--- config.mk ---
export PLATFORM = sky130hd
export DESIGN_NAME = struct_reg_rr_arbiter
export DESIGN_NICKNAME = d
export VERILOG_FILES = /design/src/rtl/struct_reg_rr_arbiter.sv
export SDC_FILE = /design/constraint.sdc
export NUM_CORES = 1
export LEC_CHECK = 0
export BUFFER_PORTS_ARGS = -buffer_cell sky130_fd_sc_hd__buf_4
export CORE_MARGIN = 10
export CORE_UTILIZATION = 40
export DETAILED_ROUTE_END_ITERATION = 10
export MAX_ROUTING_LAYER = met4
export PLACE_DENSITY = 0.75
export SLEW_MARGIN = 20
export SYNTH_ARGS = -nofsm -noshare
export SYNTH_HDL_FRONTEND = slang
export SYNTH_SLANG_ARGS = --single-unit
--- constraint.sdc ---
create_clock -name i_clk -period 1.8 [get_ports i_clk]
set_clock_uncertainty 0.15 [all_clocks]
set_input_delay 0.09 -clock i_clk [delete_from_list [all_inputs] [get_ports i_clk]]
set_output_delay 0.09 -clock i_clk [all_outputs]
set_load 0.005 [all_outputs]
--- src/rtl/struct_reg_rr_arbiter.sv ---
// Round-robin ownership arbiter for one shared {d0,d1} struct register.
// Define STRUCT_REG_ARB_PREEMPT_EN to enable hold-time preemption of the owner.
module struct_reg_rr_arbiter #(
    parameter int N        = 4,
    parameter int D0_W     = 1,
    parameter int D1_W     = 2,
    parameter int MAX_HOLD = 8,
    localparam int GW      = (N > 1) ? $clog2(N) : 1
) (
    input  logic                i_clk,
    input  logic                i_rst,
    input  logic [N-1:0]        i_req,
    input  logic [N-1:0]        i_lock,
    input  logic [N*D0_W-1:0]   i_d0,
    input  logic [N*D1_W-1:0]   i_d1,
    output logic [N-1:0]        o_gnt,
    output logic [GW-1:0]       o_gnt_id,
    output logic [D0_W-1:0]     o_d0,
    output logic [D1_W-1:0]     o_d1,
    output logic                o_busy,
    output logic                o_timeout
);

    typedef enum logic {IDLE, OWN} state_t;

    state_t            state_q, state_d;
    logic [GW-1:0]     gnt_id_q, gnt_id_d;
    logic [GW-1:0]     last_id_q, last_id_d;
    logic [D0_W-1:0]   d0_q, d0_d;
    logic [D1_W-1:0]   d1_q, d1_d;
    logic              timeout_q, timeout_d;
    logic [GW-1:0]     sel;
    logic              found;
    logic              preempt;

    // First requester at or after the slot following the previous owner.
    always_comb begin
        sel   = '0;
        found = 1'b0;
        for (int k = 0; k < N; k++) begin
            if (!found && i_req[(int'(last_id_q) + 1 + k) % N]) begin
                found = 1'b1;
                sel   = GW'((int'(last_id_q) + 1 + k) % N);
            end
        end
    end

`ifdef STRUCT_REG_ARB_PREEMPT_EN
    localparam int HW = $clog2(MAX_HOLD + 1);

    logic [HW-1:0] hold_q, hold_d;
    logic [N-1:0]  others_req;

    always_comb begin
        others_req = i_req;
        others_req[gnt_id_q] = 1'b0;
        preempt = (state_q == OWN) && i_req[gnt_id_q] && !i_lock[gnt_id_q] &&
                  (hold_q == HW'(MAX_HOLD)) && (|others_req);
    end

    always_comb begin
        hold_d = hold_q;
        if (state_q == IDLE) begin
            hold_d = '0;
        end else if (i_req[gnt_id_q] && !preempt && hold_q != HW'(MAX_HOLD)) begin
            hold_d = hold_q + 1'b1;
        end
    end

    always_ff @(posedge i_clk) begin
        if (i_rst) hold_q <= '0;
        else       hold_q <= hold_d;
    end
`else
    localparam int unused_max_hold = MAX_HOLD;
    logic unused_lock;
    assign unused_lock = ^i_lock;
    assign preempt     = 1'b0;
`endif

    // A release or preemption always passes through IDLE before the next grant.
    always_comb begin
        state_d   = state_q;
        gnt_id_d  = gnt_id_q;
        last_id_d = last_id_q;
        d0_d      = d0_q;
        d1_d      = d1_q;
        timeout_d = 1'b0;
        case (state_q)
            IDLE: begin
                if (found) begin
                    state_d   = OWN;
                    gnt_id_d  = sel;
                    last_id_d = sel;
                end
            end
            OWN: begin
                if (!i_req[gnt_id_q]) begin
                    state_d = IDLE;
                end else if (preempt) begin
                    state_d   = IDLE;
                    timeout_d = 1'b1;
                end else begin
                    d0_d = i_d0[int'(gnt_id_q) * D0_W +: D0_W];
                    d1_d = i_d1[int'(gnt_id_q) * D1_W +: D1_W];
                end
            end
            default: state_d = IDLE;
        endcase
    end

    always_ff @(posedge i_clk) begin
        if (i_rst) begin
            state_q   <= IDLE;
            gnt_id_q  <= '0;
            last_id_q <= GW'(N - 1);
            d0_q      <= '0;
            d1_q      <= '0;
            timeout_q <= 1'b0;
        end else begin
            state_q   <= state_d;
            gnt_id_q  <= gnt_id_d;
            last_id_q <= last_id_d;
            d0_q      <= d0_d;
            d1_q      <= d1_d;
            timeout_q <= timeout_d;
        end
    end

    always_comb begin
        o_gnt = '0;
        if (state_q == OWN) o_gnt[gnt_id_q] = 1'b1;
    end

    assign o_gnt_id  = gnt_id_q;
    assign o_busy    = (state_q == OWN);
    assign o_d0      = d0_q;
    assign o_d1      = d1_q;
    assign o_timeout = timeout_q;

endmodule
==> qor.txt <==
status - finished clean
remaining global-route overflow - 0
distinct cell type count of the synthesized netlist - 27
Num CTS Buffers - 3
num rows - 13
Synthesized Nets - 84
critical path, cell by cell - or3b_1 > a2111oi_2 > a311o_1 > a21oi_2
Ports - 33
worst stage delay on the critical path - 0.41 ns
worst vdd ir - 503 µV
Routed WL - 1500 µm
DRT antenna net count - 0
reg2reg setup slack - 0.17 ns
unrepaired setup endpoints after global routing - false
largest cells by area after synthesis - dfxtp_1 29%, mux4_2 12%, mux2i_1 9.0%
asr flop ratio synth - 0%
Yosys top cell by area - dfxtp_1
routed vias - 536
required time of the critical path - 1.79 ns
number of vias per cell - 5.06
relative slew slack - 62.7%
Mapped Area - 556 µm²
Final period util - 90.4%
worst-margin pin slew - 0.546 ns
CP Launch Type - register
TritonCTS clock tree - done
clock tree sinks - 8
initial DRC count - 3
DRC violations left - 0
Worst-path clk slew - 0.06 ns
Avg WL per Cell - 14.1 µm
via count of the first global-routing pass - 546
maxcap violations - 0
Final Hold Vio Count - 0
most common flop cell mapped by yosys - dfxtp_1
min-delay src - i_req[2]
share of layout cells above drive strength 1 - 42.9%
critical path fanouts, max - 7
Min-Delay Path Depth - 4
P_leak - 0.351 nW
final setup fails - 0
critical path launch point - last_id_q[0]$_SDFFE_PP1P_
Worst path top cell family by delay - compound AO/OA/AOI/OAI gates
Post-CTS Setup Bufs - 0
post-layout min period - 1.63 ns
drt pass-1 iters - 4
CP max stage cell - or3b_1
HPWL after detailed placement - 1260 µm
Min-Delay Endpoint - last_id_q[0]$_SDFFE_PP1P_
Crit Path Class - register to register
Critical Path AT - 1.62 ns
largest net degree at the start of global routing - 10
antenna violations before repair - 0
post-synthesis instance total - 62
Routability Congestion - 0.711
hold_ws - 0.151 ns
Worst R2R Path Depth - 4
fin nets - 115
Synth Warn # - 0
H-Tree Level Count - 1
Max Slew Vio Count - 0
Power Dens Cells - 692 nW/µm²
I/O Buffers - 27
final core occ - 61.0%
clock buffer depth - 2
reg-to-reg critical path endpoint - o_gnt_id[1]$_SDFFE_PP0P_
die span in x - 57.3 µm
core area - 1300 µm²
worst r2r src - last_id_q[0]$_SDFFE_PP1P_
area share of the largest cell type after synthesis - 28.8%
setup tns final - 0 ns
area growth from synthesis to layout - 42.8%
Setup crit end kind - register
Post-synth EDFFs - 0
Mean Syn Cell Area - 8.96 µm²
Hold Path Class - input pin to register
clock root cell - clkbuf_4
flops & latches, synth - 8
chip height - 57.3 µm
sequential fraction of the synthesis area - 28.8%
first-pass GRT wire length - 2390 µm
max frequency - 615 MHz
Starting Density - 42.7%
antenna diode instance count - 0
GRT Total Usage - 9.41%
WP buf/inv - 0
clk_lat worst skew - 0.25 ns
die area - 3280 µm²
[through the flow]
step,cell area (µm²),setup WS [ns],instances,total power [mW]
after global placement,761,0.179,102,0.415
after floorplan,556,0.301,62,0.333
after global routing,793,0.0504,106,0.583
final,793,0.173,106,0.549
after CTS,793,0.163,106,0.556
after detailed placement,761,0.175,102,0.418
[routing by layer]
metal | wire, µm | global-route usage [%] | part of all wire, % | vias to the layer above
met5 | 0 | - | 0 | -
met4 | 40 | 6.04 | 2.7 | 0
met3 | 91 | 3.76 | 6.1 | 4
met2 | 755 | 14.9 | 50 | 10
met1 | 609 | 9.44 | 41 | 243
li1 | - | - | - | 279
[power breakdown]
part	leakage (nW)	switching (mW)	total [mW]	internal (mW)
sequential	0.0661	0.0231	0.221	0.198
clock	0.0138	0.0589	0.135	0.0761
combinational	0.271	0.0802	0.193	0.113
total	0.351	0.162	0.549	0.387
[state kept, by name, indices dropped and copies added (netlist names)]
signal	cells
o_d0	1
o_busy	1
o_d1	2
last_id_q	2
o_gnt_id	2
[worst reg2reg max path: cells and delay by family, from the launching register on]
kind | cells | cell delay, ns
AOI/OAI and AO/OA | 3 | 0.59
and+or+nand+nor | 1 | 0.41
DFF | 1 | 0.36
[how the worst max path moves through the flow]
stage                           endpoint  cells past startpoint
2_1_floorplan   o_gnt_id[1]$_SDFFE_PP0P_                      4
3_3_place_gp    o_gnt_id[1]$_SDFFE_PP0P_                      4
3_5_place_dp    o_gnt_id[1]$_SDFFE_PP0P_                      4
4_1_cts         o_gnt_id[1]$_SDFFE_PP0P_                      4
5_1_grt        last_id_q[0]$_SDFFE_PP1P_                      4
6_report        o_gnt_id[1]$_SDFFE_PP0P_                      4
[placed cells by master (no fill, tap or decap), types with 3 or more instances in the layout]
cell type,instances
dfxtp_1,8
mux2i_1,5
nand2_1,4
a21oi_1,3
nor2_1,13
nand2b_1,4
buf_4,28
clkbuf_4,3
mux4_2,3
[cells by family after synthesis]
kind of cell | count (synthesis) | share of synthesized area, %
AOI/OAI and AO/OA | 14 | 20.3
muxes | 8 | 21.2
and+or+nand+nor | 26 | 23.4
other | 1 | 0.675
buffers and inverters | 5 | 5.63
DFF | 8 | 28.8
[synthesized netlist by cell type, types with 2 or more instances]
| cell type | count |
|---|---|
| a21oi_1 | 3 |
| inv_1 | 2 |
| mux2i_1 | 5 |
| nor2_1 | 13 |
| or3b_1 | 2 |
| mux4_2 | 3 |
| nand2_1 | 4 |
| dfxtp_1 | 8 |
| nand2b_1 | 4 |
[area by class of cell]
class / instances / area (µm²)
well taps: 15 / 18.8
inverters: 2 / 7.51
multi-input cells: 49 / 364
fillers: 126 / 508
repair buffers: 29 / 220
flip-flops and latches: 8 / 160
clock buffers: 3 / 22.5
[what timing repair did]
| item | CTS | global route |
|---|---|---|
| hold endpoints to repair | 8 | 0 |
| hold buffers | 1 | 0 |
| resized for setup | 0 | 0 |
Note: power is estimated with default switching activity, not from simulation.
